--- src/rtl/complex_mul_seq.sv ---
// complex_mul_seq: sequenced complex multiplier, (ar + j*ai) * (br + j*bi),
// sharing one W x W unsigned multiplier across four cycles.
// Optional feature macro: CMUL_CONJ_EN adds a 'conj' input that multiplies
// by the conjugate of B instead.
// Packing: a/b = {real, imag} (W bits each); product = {real, imag} (2W bits each).
// Real and imaginary results wrap modulo 2^(2W); there is no saturation.
module complex_mul_seq #(
    parameter int W = 8
) (
    input  logic           clk,
    input  logic           rst,
    input  logic           in_valid,
    output logic           in_ready,
    input  logic [2*W-1:0] a,
    input  logic [2*W-1:0] b,
`ifdef CMUL_CONJ_EN
    input  logic           conj,
`endif
    output logic           out_valid,
    input  logic           out_ready,
    output logic [4*W-1:0] product,
    output logic           busy
);

    typedef enum logic [2:0] {
        IDLE = 3'd0,
        M_RR = 3'd1,
        M_II = 3'd2,
        M_RI = 3'd3,
        M_IR = 3'd4,
        DONE = 3'd5
    } state_t;

    state_t         r_state;
    state_t         w_next;

    logic [2*W-1:0] r_a;
    logic [2*W-1:0] r_b;
    logic [2*W-1:0] r_acc_re;
    logic [2*W-1:0] r_acc_im;

    logic [W-1:0]   w_ar, w_ai, w_br, w_bi;
    logic [W-1:0]   w_mul_x;
    logic [W-1:0]   w_mul_y;
    logic [2*W-1:0] w_prod;
    logic           w_accept;
    logic           w_conj;

`ifdef CMUL_CONJ_EN
    logic           r_conj;
    assign w_conj = r_conj;
`else
    assign w_conj = 1'b0;
`endif

    assign w_ar = r_a[2*W-1:W];
    assign w_ai = r_a[W-1:0];
    assign w_br = r_b[2*W-1:W];
    assign w_bi = r_b[W-1:0];

    // The single shared multiplier; both operands zero-extended to the full 2W-bit product.
    assign w_prod   = {{W{1'b0}}, w_mul_x} * {{W{1'b0}}, w_mul_y};
    assign w_accept = in_valid && in_ready;
    assign product  = {r_acc_re, r_acc_im};

    // State register.
    always_ff @(posedge clk) begin
        if (rst) begin
            r_state <= IDLE;
        end else begin
            r_state <= w_next;
        end
    end

    // Next-state, handshake outputs and multiplier operand selection by state.
    always_comb begin
        w_next    = r_state;
        in_ready  = 1'b0;
        out_valid = 1'b0;
        busy      = 1'b1;
        w_mul_x   = '0;
        w_mul_y   = '0;
        case (r_state)
            IDLE: begin
                in_ready = 1'b1;
                busy     = 1'b0;
                if (in_valid) begin
                    w_next = M_RR;
                end
            end
            M_RR: begin
                w_mul_x = w_ar;
                w_mul_y = w_br;
                w_next  = M_II;
            end
            M_II: begin
                w_mul_x = w_ai;
                w_mul_y = w_bi;
                w_next  = M_RI;
            end
            M_RI: begin
                w_mul_x = w_ar;
                w_mul_y = w_bi;
                w_next  = M_IR;
            end
            M_IR: begin
                w_mul_x = w_ai;
                w_mul_y = w_br;
                w_next  = DONE;
            end
            DONE: begin
                out_valid = 1'b1;
                if (out_ready) begin
                    w_next = IDLE;
                end
            end
            default: begin
                w_next = IDLE;
            end
        endcase
    end

    // Operand capture on accept and the real/imag accumulation sequence.
    // Conjugating B flips the sign of bi: the ai*bi term adds and ar*bi starts negative.
    always_ff @(posedge clk) begin
        if (rst) begin
            r_a      <= '0;
            r_b      <= '0;
            r_acc_re <= '0;
            r_acc_im <= '0;
`ifdef CMUL_CONJ_EN
            r_conj   <= 1'b0;
`endif
        end else begin
            case (r_state)
                IDLE: begin
                    if (w_accept) begin
                        r_a <= a;
                        r_b <= b;
`ifdef CMUL_CONJ_EN
                        r_conj <= conj;
`endif
                    end
                end
                M_RR: r_acc_re <= w_prod;
                M_II: r_acc_re <= w_conj ? (r_acc_re + w_prod) : (r_acc_re - w_prod);
                M_RI: r_acc_im <= w_conj ? ({2*W{1'b0}} - w_prod) : w_prod;
                M_IR: r_acc_im <= r_acc_im + w_prod;
                default: begin
                end
            endcase
        end
    end

endmodule

--- config.mk ---
export PLATFORM = sky130hd
export DESIGN_NAME = complex_mul_seq
export DESIGN_NICKNAME = d
export VERILOG_FILES = /design/src/rtl/complex_mul_seq.sv
export SDC_FILE = /design/constraint.sdc
export NUM_CORES = 1
export LEC_CHECK = 0
export CAP_MARGIN = 20
export CORE_ASPECT_RATIO = 1.75
export CORE_MARGIN = 3
export CORE_UTILIZATION = 40
export DETAILED_ROUTE_END_ITERATION = 6
export HOLD_SLACK_MARGIN = 0.1
export SETUP_SLACK_MARGIN = 0.3
export SLEW_MARGIN = 20
export SYNTH_ARGS = -nofsm -noshare
export SYNTH_HDL_FRONTEND = slang
export SYNTH_SLANG_ARGS = --single-unit
--- constraint.sdc ---
create_clock -name clk -period 6.7 [get_ports clk]
set_input_delay 1.675 -clock clk [delete_from_list [all_inputs] [get_ports clk]]
set_output_delay 1.675 -clock clk [all_outputs]
set_load 0.05 [all_outputs]
==> load_flow_metrics.sql, run 1 <==
INSERT INTO impl_metrics (metric_group, metric, value, unit) VALUES
('outcome', 'status', 'finished clean', ''),
('clock_tree', 'cts.htree.levels', '3', ''),
('worst_setup_path', 'worstPathArrival', '6.86', 'ns'),
('floorplanning', 'die_y', '171', 'um'),
('clock_tree', 'ctsRootBufferMaster', 'clkbuf_16', ''),
('route', 'met1Wirelength', '7090', 'um'),
('grt', 'grt_start_max_net_pins', '68', ''),
('grt', 'first_global_vias', '6532', ''),
('cells_and_area', 'finalNetCount', '1085', ''),
('route', 'drt_first_pass_iters', '6', ''),
('cells_and_area', 'areaGrowthSynthToFinish', '39.0', '%'),
('grt', 'grt_remaining_overflow', '0', ''),
('power_and_ir_drop', 'power_per_cell_area', '182', 'nW/um^2'),
('route', 'drt_wl_total', '20000', 'um'),
('floorplanning', 'floorplan.initialDensity', '41.5', '%'),
('timing', 'setup_repair_after_global_routing_missed_its_margin', 'true', ''),
('cells_and_area', 'drive_gt1_share', '23.1', '%'),
('power_and_ir_drop', 'total_leakage_power', '3.79', 'nW'),
('floorplanning', 'placement_rows', '59', ''),
('floorplanning', 'ios', '71', ''),
('clock_tree', 'clk_latency', '0.34', 'ns'),
('worst_setup_path', 'startpoint_type', 'register', ''),
('timing', 'timing.max_slew.rel_slack', '32.4', '%'),
('synth', 'synth_largest_type_area_fraction', '21.5', '%'),
('timing', 'fin_skew', '0.00456', 'ns'),
('flow_run', 'max_cap_viol_count', '0', ''),
('synth', 'synth-adder-area-share', '25.3', '%'),
('clock_tree', 'cts.hold.buffers_added', '0', ''),
('cells_and_area', 'most-common-layout-cells', 'nor2_1 (101), nand2_1 (98), buf_4 (86), clkdlybuf4s50_1 (69), inv_1 (68)', ''),
('synth', 'post_synth_mux_area_share', '0', '%'),
('timing', 'setup_violating_endpoint_count_in_the_final_report', '0', ''),
('cells_and_area', 'final_design_area_no_fill', '8690', 'sq um'),
('worst_setup_path', 'worst_ep_required_time', '6.95', 'ns'),
('place', 'placed_cell_area', '7760', 'sq um'),
('synth', 'synth.ff_latch_count', '67', ''),
('power_and_ir_drop', 'worst_ir_drop_vdd', '0.000137', 'V'),
('synth', 'synth_largest_area_cell', 'dfxtp_1', ''),
('route', 'wl_met3', '550', 'um'),
('synth', 'synth.distinct_cells', '57', ''),
('timing', 'final_critical_delay_including_setup_and_external_delays', '6.61', 'ns'),
('cells_and_area', 'layout.cells.most_common', 'nor2_1', ''),
('worst_hold_path', 'hold_path.class', 'register to register', ''),
('synth', 'synth-seq-area-share', '21.5', '%'),
('clock_tree', 'tritoncts_clock_tree', 'built', ''),
('synth', 'synth_nets', '941', ''),
('synth', 'netlist_top_cells_area', 'dfxtp_1 (21%), ha_1 (13%), fa_1 (12%)', ''),
('synth', 'basic_gate_share_of_the_synthesized_area_counting_and_or_nand_and_nor_cells', '20.5', '%'),
('worst_setup_path', 'endpoint_kind', 'register', ''),
('grt', 'number_of_antenna_violations_at_the_first_check_in_global_routing', '0', ''),
('worst_setup_path', 'timing.setup.critical_path_class', 'register to register', ''),
('timing', 'maxSlewViolCount', '0', ''),
('grt', 'grt_first_pass_wirelength', '32400', 'um'),
('timing', 'worst-slew-pin-transition', '1.01', 'ns'),
('timing', 'maxClockFrequency', '0.151', 'GHz'),
('timing', 'report.final.hold_viol_count', '0', ''),
('route', 'routed-wl-met2', '11200', 'um'),
('synth', 'synth.yosys.warnings', '0', ''),
('synth', 'synthXorXnorAreaFrac', '5.00', '%'),
('route', 'postRouteAntennaNets', '0', ''),
('clock_tree', 'path_clk_slew', '0.06', 'ns'),
('floorplanning', 'die_span_x', '101', 'um'),
('synth', 'syn_area_per_cell', '7.78', 'sq um'),
('route', 'avgRoutedWirePerCell', '17.6', 'um'),
('grt', 'total_grt_usage', '23.7', '%'),
('clock_tree', 'numClockSinks', '67', ''),
('place', 'globalplace.congestion', '0.952', ''),
('route', 'post_drt_via_cell_ratio', '5.52', ''),
('synth', 'dominant_combinational_cell_family_by_area_after_synthesis', 'adder cells', ''),
('synth', 'syn_inst', '804', ''),
('worst_setup_path', 'crit-reg2reg-launch', 'r_state[0]$_SDFFE_PP0P_', ''),
('timing', 'final_min_period_over_clock_period', '98.7', '%');
-- per-layer routing --
| metal | track usage (%) | vias up |
|---|---|---|
| met4 | 14.3 | 0 |
| met5 | 0 | - |
| met1 | 24.1 | 3025 |
| li1 | - | 3056 |
| met3 | 3.13 | 56 |
| met2 | 44.8 | 129 |
-- report_power, final --
part	total (mW)	internal [mW]	switching [mW]	leakage [nW]
clock	0.503	0.295	0.208	0.149
sequential	0.469	0.431	0.0386	0.549
combinational	0.612	0.282	0.330	3.09
total	1.58	1.01	0.576	3.79
-- registers in the layout (all words and copies together) (netlist names) --
signal / cells
r_a: 16
r_acc_re: 16
r_state: 3
r_acc_im: 16
r_b: 16
-- synthesized netlist by cell type (all sizes together) (6+ instances only) --
| cell type | number |
|---|---|
| o21bai | 7 |
| ha | 63 |
| nand2 | 100 |
| nor2 | 111 |
| xnor2 | 19 |
| fa | 38 |
| or3 | 9 |
| dfxtp | 67 |
| o31ai | 6 |
| xor2 | 15 |
| a221oi | 7 |
| nor3 | 19 |
| nand3 | 10 |
| clkbuf | 30 |
| a21oi | 82 |
| a2111oi | 8 |
| or2 | 15 |
| a22oi | 24 |
| o21ai | 22 |
| inv | 72 |
| nand2b | 8 |
| a21o | 10 |
-- per-stage QoR --
stage	hold WS [ns]	setup slack, ns	power, mW	cells	TNS (ns)
finish	0.462	0.0884	1.58	1136	0
global route	0.479	-0.162	1.67	1136	-0.466
CTS	0.466	0.118	1.55	1128	0
detailed placement	0.452	-0.201	0.987	1097	-0.866
global placement	0.449	-0.0168	0.974	1097	-0.0295
floorplan	0.436	0.179	0.809	804	0
-- cell type report --
type / count / area [sq um]
clock buffer: 9 / 225
fill: 1412 / 6370
multi-input combinational: 632 / 5050
tap: 183 / 229
timing repair buffer: 166 / 1480
inverter: 72 / 270
clock inverter: 7 / 83.8
sequential: 67 / 1350
-- critical path: stages (launching register included) --
cell       delay [ns]
dfxtp_4          0.36
buf_6            0.12
nor3b_4          0.29
buf_12           0.18
a21oi_4          0.08
or2_4            0.24
fa_1             0.52
fa_1             0.50
inv_1            0.05
fa_1             0.47
inv_1            0.05
fa_1             0.49
inv_2            0.05
ha_4             0.22
and3_4           0.16
buf_4            0.13
a2111oi_4        0.36
xnor2_2          0.17
inv_2            0.08
ha_4             0.31
nand2_4          0.06
o31ai_4          0.28
a31oi_4          0.16
o41ai_4          0.38
nor3_4           0.11
and3_1           0.18
o31a_1           0.28
nor4b_2          0.24
-- path summary, 6_finish.rpt --
| path | slack (ns) | end | depth (start not counted) |
|---|---|---|---|
| worst max-delay path | 0.09 | r_acc_re[15]$_SDFFE_PP0P_ | 27 |
| worst min-delay path | 0.46 | r_b[4]$_SDFFE_PP0P_ | 2 |
| worst max register to register | 0.09 | r_acc_re[15]$_SDFFE_PP0P_ | 27 |
| worst min register to register | 0.46 | r_b[4]$_SDFFE_PP0P_ | 2 |
-- cell families (layout without fill, tap and decap cells) --
kind of cell	after synthesis	count (layout)
flops	67	67
fa+ha+maj	104	104
xor+xnor	34	34
simple gates	293	293
compound gates	201	201
buf+inv	105	254
-- what timing repair did --
item                                    in CTS  in global routing
cloned                                       1                  0
pin swaps                                   39                 40
endpoints found under the setup margin      10                 11
setup buffers                               14                  8
resized for setup                           58                 46
No activity file was read; power rests on OpenSTA's default activity.
==> run 2, diff against run 1 <==
==> constraint.sdc (replaced) <==
create_clock -name clk -period 8.56 [get_ports clk]
set_input_delay 2.14 -clock clk [delete_from_list [all_inputs] [get_ports clk]]
set_output_delay 2.14 -clock clk [all_outputs]
set_load 0.05 [all_outputs]
==> run 2 against run 1 <==
Effect of this change: routed wire length shrank 15%; non-clock buffer count decreased by 82; sequential power fell by 22%; via count is 6.3% lower; critical path depth did not move; sequential share of layout area grew 2.4 points; critical path type unchanged; highest routed layer unchanged; fmax fell by 14%; utilization fell by 8.0 points; combinational power decreased by 43%; clock skew is 0.0028 ns higher; clock power fell by 23%; count of clock-buffer cells in the layout unchanged.
==> load_flow_metrics.sql, run 2 (synthesis results as in run 1) <==
INSERT INTO impl_metrics (metric_group, metric, value, unit) VALUES
('timing', 'final_min_period_over_clock_period', '90.0', '%'),
('cells_and_area', 'areaGrowthSynthToFinish', '19.8', '%'),
('place', 'estimated_wirelength_of_the_detail_placed_design', '13800', 'um'),
('floorplanning', 'placement_rows', '59', ''),
('clock_tree', 'cts_buffers', '9', ''),
('power_and_ir_drop', 'total_leakage_power', '3.34', 'nW'),
('clock_tree', 'cts_post_setup_buffers_inserted', '0', ''),
('floorplanning', 'fp.dieArea', '17200', 'sq um'),
('worst_setup_path', 'timing.setup.critical_path_class', 'register to register', ''),
('worst_setup_path', 'endpoint_kind', 'register', ''),
('power_and_ir_drop', 'power.share.clock', '35.2', '%'),
('timing', 'setup_violating_endpoint_count_in_the_final_report', '0', ''),
('route', 'via_count', '5872', ''),
('power_and_ir_drop', 'total_switching_power', '0.394', 'mW'),
('clock_tree', 'ctsRootBufferMaster', 'clkbuf_16', ''),
('grt', 'grt_remaining_overflow', '0', ''),
('grt', 'first_global_vias', '5907', ''),
('worst_setup_path', 'startpoint_type', 'register', ''),
('power_and_ir_drop', 'power_per_cell_area', '147', 'nW/um^2'),
('floorplanning', 'floorplan.initialDensity', '41.5', '%'),
('floorplanning', 'die_span_x', '101', 'um'),
('timing', 'worst-slew-pin-transition', '1.02', 'ns'),
('worst_setup_path', 'timing.critical_path.mode_cell', 'inv_1', ''),
('power_and_ir_drop', 'power.share.sequential', '33.2', '%'),
('clock_tree', 'tritoncts_clock_tree', 'built', ''),
('clock_tree', 'path_clk_slew', '0.06', 'ns'),
('route', 'drt_first_pass_iters', '5', ''),
('floorplanning', 'ios', '71', ''),
('route', 'postRouteAntennaNets', '0', ''),
('grt', 'number_of_antenna_violations_at_the_first_check_in_global_routing', '0', ''),
('place', 'io_buffers', '70', ''),
('route', 'drtIter0Drc', '174', ''),
('power_and_ir_drop', 'pwr-share-comb', '31.5', '%'),
('power_and_ir_drop', 'int_pwr', '0.708', 'mW'),
('timing', 'totalNegativeSetupSlack', '0', 'ns'),
('grt', 'total_grt_usage', '20.4', '%'),
('clock_tree', 'cts.htree.levels', '3', ''),
('clock_tree', 'clockBufferDepth', '2', ''),
('outcome', 'status', 'finished clean', ''),
('power_and_ir_drop', 'switching_share', '35.7', '%'),
('cells_and_area', 'final_core_util', '49.7', '%'),
('timing', 'maxClockFrequency', '0.130', 'GHz'),
('worst_hold_path', 'hold_path.class', 'register to register', ''),
('worst_setup_path', 'worstPathArrival', '7.90', 'ns'),
('floorplanning', 'die_y', '171', 'um'),
('worst_setup_path', 'worst_ep_required_time', '8.75', 'ns'),
('power_and_ir_drop', 'report.power.total', '1.10', 'mW'),
('worst_setup_path', 'max_stage_delay', '0.62', 'ns'),
('route', 'post_drt_via_cell_ratio', '5.57', ''),
('clock_tree', 'numClockSinks', '67', ''),
('power_and_ir_drop', 'worst_ir_drop_vdd', '0.0000975', 'V'),
('floorplanning', 'core_area', '15100', 'sq um'),
('grt', 'grt_first_pass_wirelength', '28200', 'um'),
('cells_and_area', 'finalNetCount', '1003', ''),
('timing', 'fin_skew', '0.00734', 'ns'),
('worst_setup_path', 'worst-path-max-fanout', '20', ''),
('route', 'drt_wl_total', '16900', 'um'),
('timing', 'maxSlewViolCount', '0', ''),
('timing', 'report.final.hold_viol_count', '0', ''),
('grt', 'grt_start_max_net_pins', '68', ''),
('clock_tree', 'clk_latency', '0.34', 'ns'),
('route', 'avgRoutedWirePerCell', '16.1', 'um'),
('cells_and_area', 'antennaDiodeCount', '0', ''),
('cells_and_area', 'layout.cells.most_common', 'nor2_1', ''),
('cells_and_area', 'most-common-layout-cells', 'nor2_1 (110), nand2_1 (100), a21oi_1 (81), inv_1 (72), clkdlybuf4s50_1 (69)', ''),
('timing', 'final_critical_delay_including_setup_and_external_delays', '7.70', 'ns'),
('route', 'drc', '0', ''),
('cells_and_area', 'drive_gt1_share', '7.12', '%'),
('timing', 'timing.max_slew.rel_slack', '32.2', '%'),
('place', 'globalplace.congestion', '0.907', ''),
('flow_run', 'max_cap_viol_count', '0', ''),
('timing', 'setup_repair_after_global_routing_missed_its_margin', 'false', ''),
('worst_setup_path', 'crit_path_top_delay_cell', 'a21oi_1', '');
-- run 2: cell types whose count changed in the layout (fill, tap and decap cells not counted), moves of 6 or more --
cell,before,now
a21oi_2,10,1
a21oi_4,8,0
ha_4,6,0
buf_6,7,0
ha_1,55,63
buf_4,86,14
a22oi_1,17,24
nor2_1,101,110
nor2_2,8,1
a21oi_1,64,81
o21ai_0,14,22
a22oi_2,7,0
-- run 2: layout make-up --
cell class | instances | area (sq um)
Multi-Input combinational cell | 632 | 4540
Fill cell | 1512 | 7570
Clock inverter | 7 | 83.8
Inverter | 72 | 270
Tap cell | 183 | 229
Timing Repair Buffer | 84 | 801
Sequential cell | 67 | 1340
Clock buffer | 9 | 225
-- run 2: power by group through the flow --
stage                     registers [mW]  logic (mW)  clock network [mW]
after CTS                          0.365       0.349               0.397
after global placement             0.372       0.340                   0
final                              0.366       0.348               0.388
after floorplan                    0.397       0.223                   0
after detailed placement           0.372       0.348                   0
after global routing               0.370       0.384               0.413
-- run 2: final timing paths --
kind | from | slack (ns) | cells after the start | to
worst max-delay path | r_state[0]$_SDFFE_PP0P_ | 0.86 | 27 | r_acc_re[15]$_SDFFE_PP0P_
worst min-delay path | r_a[13]$_SDFFE_PP0P_ | 0.46 | 2 | r_a[13]$_SDFFE_PP0P_
worst max register to register | r_state[0]$_SDFFE_PP0P_ | 0.86 | 27 | r_acc_re[15]$_SDFFE_PP0P_
worst min register to register | r_a[13]$_SDFFE_PP0P_ | 0.46 | 2 | r_a[13]$_SDFFE_PP0P_
-- run 2: stage by stage --
step                cells  hold WS [ns]  worst slack [ns]  instance area, sq um
floorplan             804         0.436              1.32                  6250
global placement     1038         0.452             0.743                  7160
detailed placement   1038         0.457             0.518                  7160
CTS                  1054         0.466             0.493                  7470
global route         1054         0.487             0.342                  7490
finish               1054         0.463             0.855                  7490
-- run 2: repair_timing --
item / in CTS / in global routing
hold buffers: 0 / 0
endpoints found under the setup margin: 0 / 6
gates resized for setup: 0 / 6
-- run 2: worst max-delay path: cells and delay by family, from the launching register on --
kind	cells	cell delay (ns)
AO/OA/AOI/OAI	10	3.10
adder cells (fa/ha/maj)	6	2.64
AND/OR/NAND/NOR	5	0.79
flip-flops	1	0.44
buffers and inverters	5	0.31
XOR/XNOR	1	0.28
-- run 2: metal layers --
layer | track usage, % | up-vias | wire length [um]
li1 | - | 2893 | -
met3 | 3.17 | 57 | 556
met4 | 13.0 | 0 | 1040
met1 | 21.3 | 2779 | 6410
met2 | 37.5 | 143 | 8910
met5 | 0 | - | 0
==> run 3, diff against run 2 <==
==> constraint.sdc (replaced) <==
create_clock -name clk -period 9.3 [get_ports clk]
set_input_delay 2.325 -clock clk [delete_from_list [all_inputs] [get_ports clk]]
set_output_delay 2.325 -clock clk [all_outputs]
set_load 0.05 [all_outputs]
==> run 3 against run 2 <==
Effect of this change: power decreased by 10%; combinational power is 7.8% lower; non-clock buffer count shrank 6; critical path depth is 1 lower; routed wire length rose by 3.5%; sequential power decreased by 7.9%; clock skew hardly changed; register-to-register slack better by 0.25 ns; hold slack improved by 0.0012 ns; largest cell class unchanged.
==> load_flow_metrics.sql, run 3 (synthesis results as in run 1) <==
INSERT INTO impl_metrics (metric_group, metric, value, unit) VALUES
('outcome', 'status', 'finished clean', ''),
('floorplanning', 'core_area', '15100', 'sq um'),
('route', 'drt_first_pass_iters', '5', ''),
('worst_setup_path', 'worst-path-max-fanout', '20', ''),
('route', 'avgRoutedWirePerCell', '16.7', 'um'),
('floorplanning', 'floorplan.initialDensity', '41.5', '%'),
('cells_and_area', 'antennaDiodeCount', '0', ''),
('clock_tree', 'tritoncts_clock_tree', 'built', ''),
('worst_setup_path', 'crit_path_top_delay_cell', 'dfxtp_1', ''),
('timing', 'report.final.hold_viol_count', '0', ''),
('power_and_ir_drop', 'pwr-share-comb', '32.4', '%'),
('route', 'via_count', '5934', ''),
('floorplanning', 'ios', '71', ''),
('timing', 'final_critical_delay_including_setup_and_external_delays', '8.20', 'ns'),
('worst_hold_path', 'min_to', 'r_a[8]$_SDFFE_PP0P_', ''),
('worst_setup_path', 'worst_ep_required_time', '9.50', 'ns'),
('worst_setup_path', 'reg2reg_slack', '1.10', 'ns'),
('clock_tree', 'clk_latency', '0.34', 'ns'),
('timing', 'maxSlewViolCount', '0', ''),
('clock_tree', 'cts.htree.levels', '3', ''),
('grt', 'grt_first_pass_wirelength', '29100', 'um'),
('cells_and_area', 'multiInputGateArea', '4520', 'sq um'),
('grt', 'first_global_vias', '6049', ''),
('power_and_ir_drop', 'int_pwr', '0.622', 'mW'),
('clock_tree', 'cts_post_setup_buffers_inserted', '0', ''),
('clock_tree', 'cts.hold.buffers_added', '0', ''),
('route', 'drtIter0Drc', '268', ''),
('place', 'io_buffers', '70', ''),
('worst_hold_path', 'hold_path.class', 'register to register', ''),
('timing', 'maxClockFrequency', '0.122', 'GHz'),
('power_and_ir_drop', 'total_switching_power', '0.367', 'mW'),
('clock_tree', 'ctsRootBufferMaster', 'clkbuf_16', ''),
('power_and_ir_drop', 'worst_ir_drop_vdd', '0.0000931', 'V'),
('clock_tree', 'ctsResizeCount', '0', ''),
('clock_tree', 'path_clk_slew', '0.06', 'ns'),
('floorplanning', 'placement_rows', '59', ''),
('floorplanning', 'die_span_x', '101', 'um'),
('worst_setup_path', 'max_stage_delay', '0.75', 'ns'),
('worst_setup_path', 'endpoint_kind', 'register', ''),
('cells_and_area', 'final-seq-area', '1340', 'sq um'),
('route', 'drc', '0', ''),
('clock_tree', 'cts_buffers', '9', ''),
('grt', 'total_grt_usage', '21.2', '%'),
('cells_and_area', 'layout.cells.most_common', 'nor2_1', ''),
('worst_setup_path', 'worstPathArrival', '8.40', 'ns'),
('cells_and_area', 'areaGrowthSynthToFinish', '18.4', '%'),
('power_and_ir_drop', 'total_leakage_power', '3.31', 'nW'),
('power_and_ir_drop', 'power.share.clock', '33.6', '%'),
('worst_hold_path', 'hold_path_startpoint', 'r_a[8]$_SDFFE_PP0P_', ''),
('timing', 'final_min_period_over_clock_period', '88.1', '%'),
('cells_and_area', 'drive_gt1_share', '5.90', '%'),
('worst_setup_path', 'timing.reg2reg.worst_path_depth', '26', ''),
('route', 'drt_wl_total', '17500', 'um'),
('power_and_ir_drop', 'power_per_cell_area', '134', 'nW/um^2'),
('route', 'postRouteAntennaNets', '0', ''),
('grt', 'number_of_antenna_violations_at_the_first_check_in_global_routing', '0', ''),
('timing', 'setup_violating_endpoint_count_in_the_final_report', '0', ''),
('worst_setup_path', 'crit-reg2reg-launch', 'r_state[0]$_SDFFE_PP0P_', ''),
('cells_and_area', 'final_core_util', '49.2', '%'),
('clock_tree', 'clockBufferDepth', '2', ''),
('worst_hold_path', 'hold_path_depth', '2', ''),
('worst_setup_path', 'timing.setup.critical_path_class', 'register to register', ''),
('place', 'globalplace.congestion', '0.898', ''),
('grt', 'grt_start_max_net_pins', '68', ''),
('grt', 'grt_remaining_overflow', '0', ''),
('timing', 'worst-slew-pin-transition', '0.981', 'ns'),
('power_and_ir_drop', 'switching_share', '37.1', '%'),
('floorplanning', 'fp.dieArea', '17200', 'sq um'),
('cells_and_area', 'most-common-layout-cells', 'nor2_1 (111), nand2_1 (100), a21oi_1 (82), inv_1 (72), clkdlybuf4s50_1 (69)', ''),
('power_and_ir_drop', 'power.share.sequential', '34.0', '%'),
('timing', 'fin_skew', '0.00772', 'ns'),
('cells_and_area', 'layout_filler_cell_count', '1517', ''),
('flow_run', 'max_cap_viol_count', '0', ''),
('cells_and_area', 'finalNetCount', '997', ''),
('floorplanning', 'die_y', '171', 'um'),
('route', 'post_drt_via_cell_ratio', '5.66', ''),
('timing', 'timing.max_slew.rel_slack', '34.6', '%'),
('timing', 'totalNegativeSetupSlack', '0', 'ns'),
('worst_setup_path', 'startpoint_type', 'register', ''),
('timing', 'setup_repair_after_global_routing_missed_its_margin', 'false', ''),
('worst_setup_path', 'critical_path.reg2reg.endpoint', 'r_acc_re[15]$_SDFFE_PP0P_', ''),
('clock_tree', 'numClockSinks', '67', ''),
('place', 'estimated_wirelength_of_the_detail_placed_design', '14000', 'um');
## run 3: changes by cell type in the layout (fill, tap and decap cells not counted), sizes merged
cell,delta
clkinvlp,-1
bufinv,-1
inv,-1
buf,-6
clkinv,+3
## run 3: final cells by class
class                   count  area share (%)
inverters                  72            3.65
repair buffers             78            10.2
clock inverters             7           0.811
clock buffers               9            3.04
multi-input cells         632            61.1
well taps                 183            3.09
flip-flops and latches     67            18.1
## run 3: layer usage
metal | vias to the layer above | routed length, um | GRT usage (%)
met1 | 2819 | 6550 | 22.1
li1 | 2876 | - | -
met3 | 50 | 723 | 2.96
met5 | - | 0 | 0
met2 | 189 | 9430 | 40.1
met4 | 0 | 809 | 11.3
## run 3: how the worst max path moves through the flow
stage / start / to / slack, ns / cells past startpoint
finish: r_state[0]$_SDFFE_PP0P_ / r_acc_re[15]$_SDFFE_PP0P_ / 1.10 / 26
global route: r_state[0]$_SDFFE_PP0P_ / r_acc_re[15]$_SDFFE_PP0P_ / 0.47 / 27
CTS: r_state[0]$_SDFFE_PP0P_ / r_acc_re[15]$_SDFFE_PP0P_ / 1.16 / 26
detailed placement: r_state[0]$_SDFFE_PP0P_ / r_acc_re[15]$_SDFFE_PP0P_ / 1.17 / 26
global placement: r_state[0]$_SDFFE_PP0P_ / r_acc_re[15]$_SDFFE_PP0P_ / 1.44 / 26
floorplan: r_state[2]$_SDFFE_PP0P_ / r_acc_re[14]$_SDFFE_PP0P_ / 2.06 / 27
## run 3: power groups by stage
stage	registers, mW	clock network [mW]	logic (mW)
2_1_floorplan	0.365	0	0.205
3_3_place_gp	0.342	0	0.310
3_5_place_dp	0.343	0	0.317
4_1_cts	0.337	0.337	0.318
5_1_grt	0.340	0.352	0.350
6_report	0.337	0.332	0.321
## run 3: worst max-delay path, delay by kind of cell, from the launching register on
family / cells / cell delay, ns
buffers and inverters: 4 / 0.25
and+or+nand+nor: 5 / 1.49
xor gates and xnor gates: 1 / 0.29
DFF: 1 / 0.75
AOI/OAI and AO/OA: 10 / 2.69
adders and majority gates: 6 / 2.60
## run 3: stage by stage
step                      std cells  setup slack [ns]  hold slack [ns]  cell area [sq um]  power (mW)
final                          1048              1.10            0.464               7400       0.989
after global routing           1048             0.469            0.484               7400        1.04
after CTS                      1048              1.16            0.464               7400       0.992
after detailed placement       1032              1.17            0.456               7120       0.660
after global placement         1032              1.44            0.452               7120       0.652
after floorplan                 804              2.06            0.436               6250       0.571
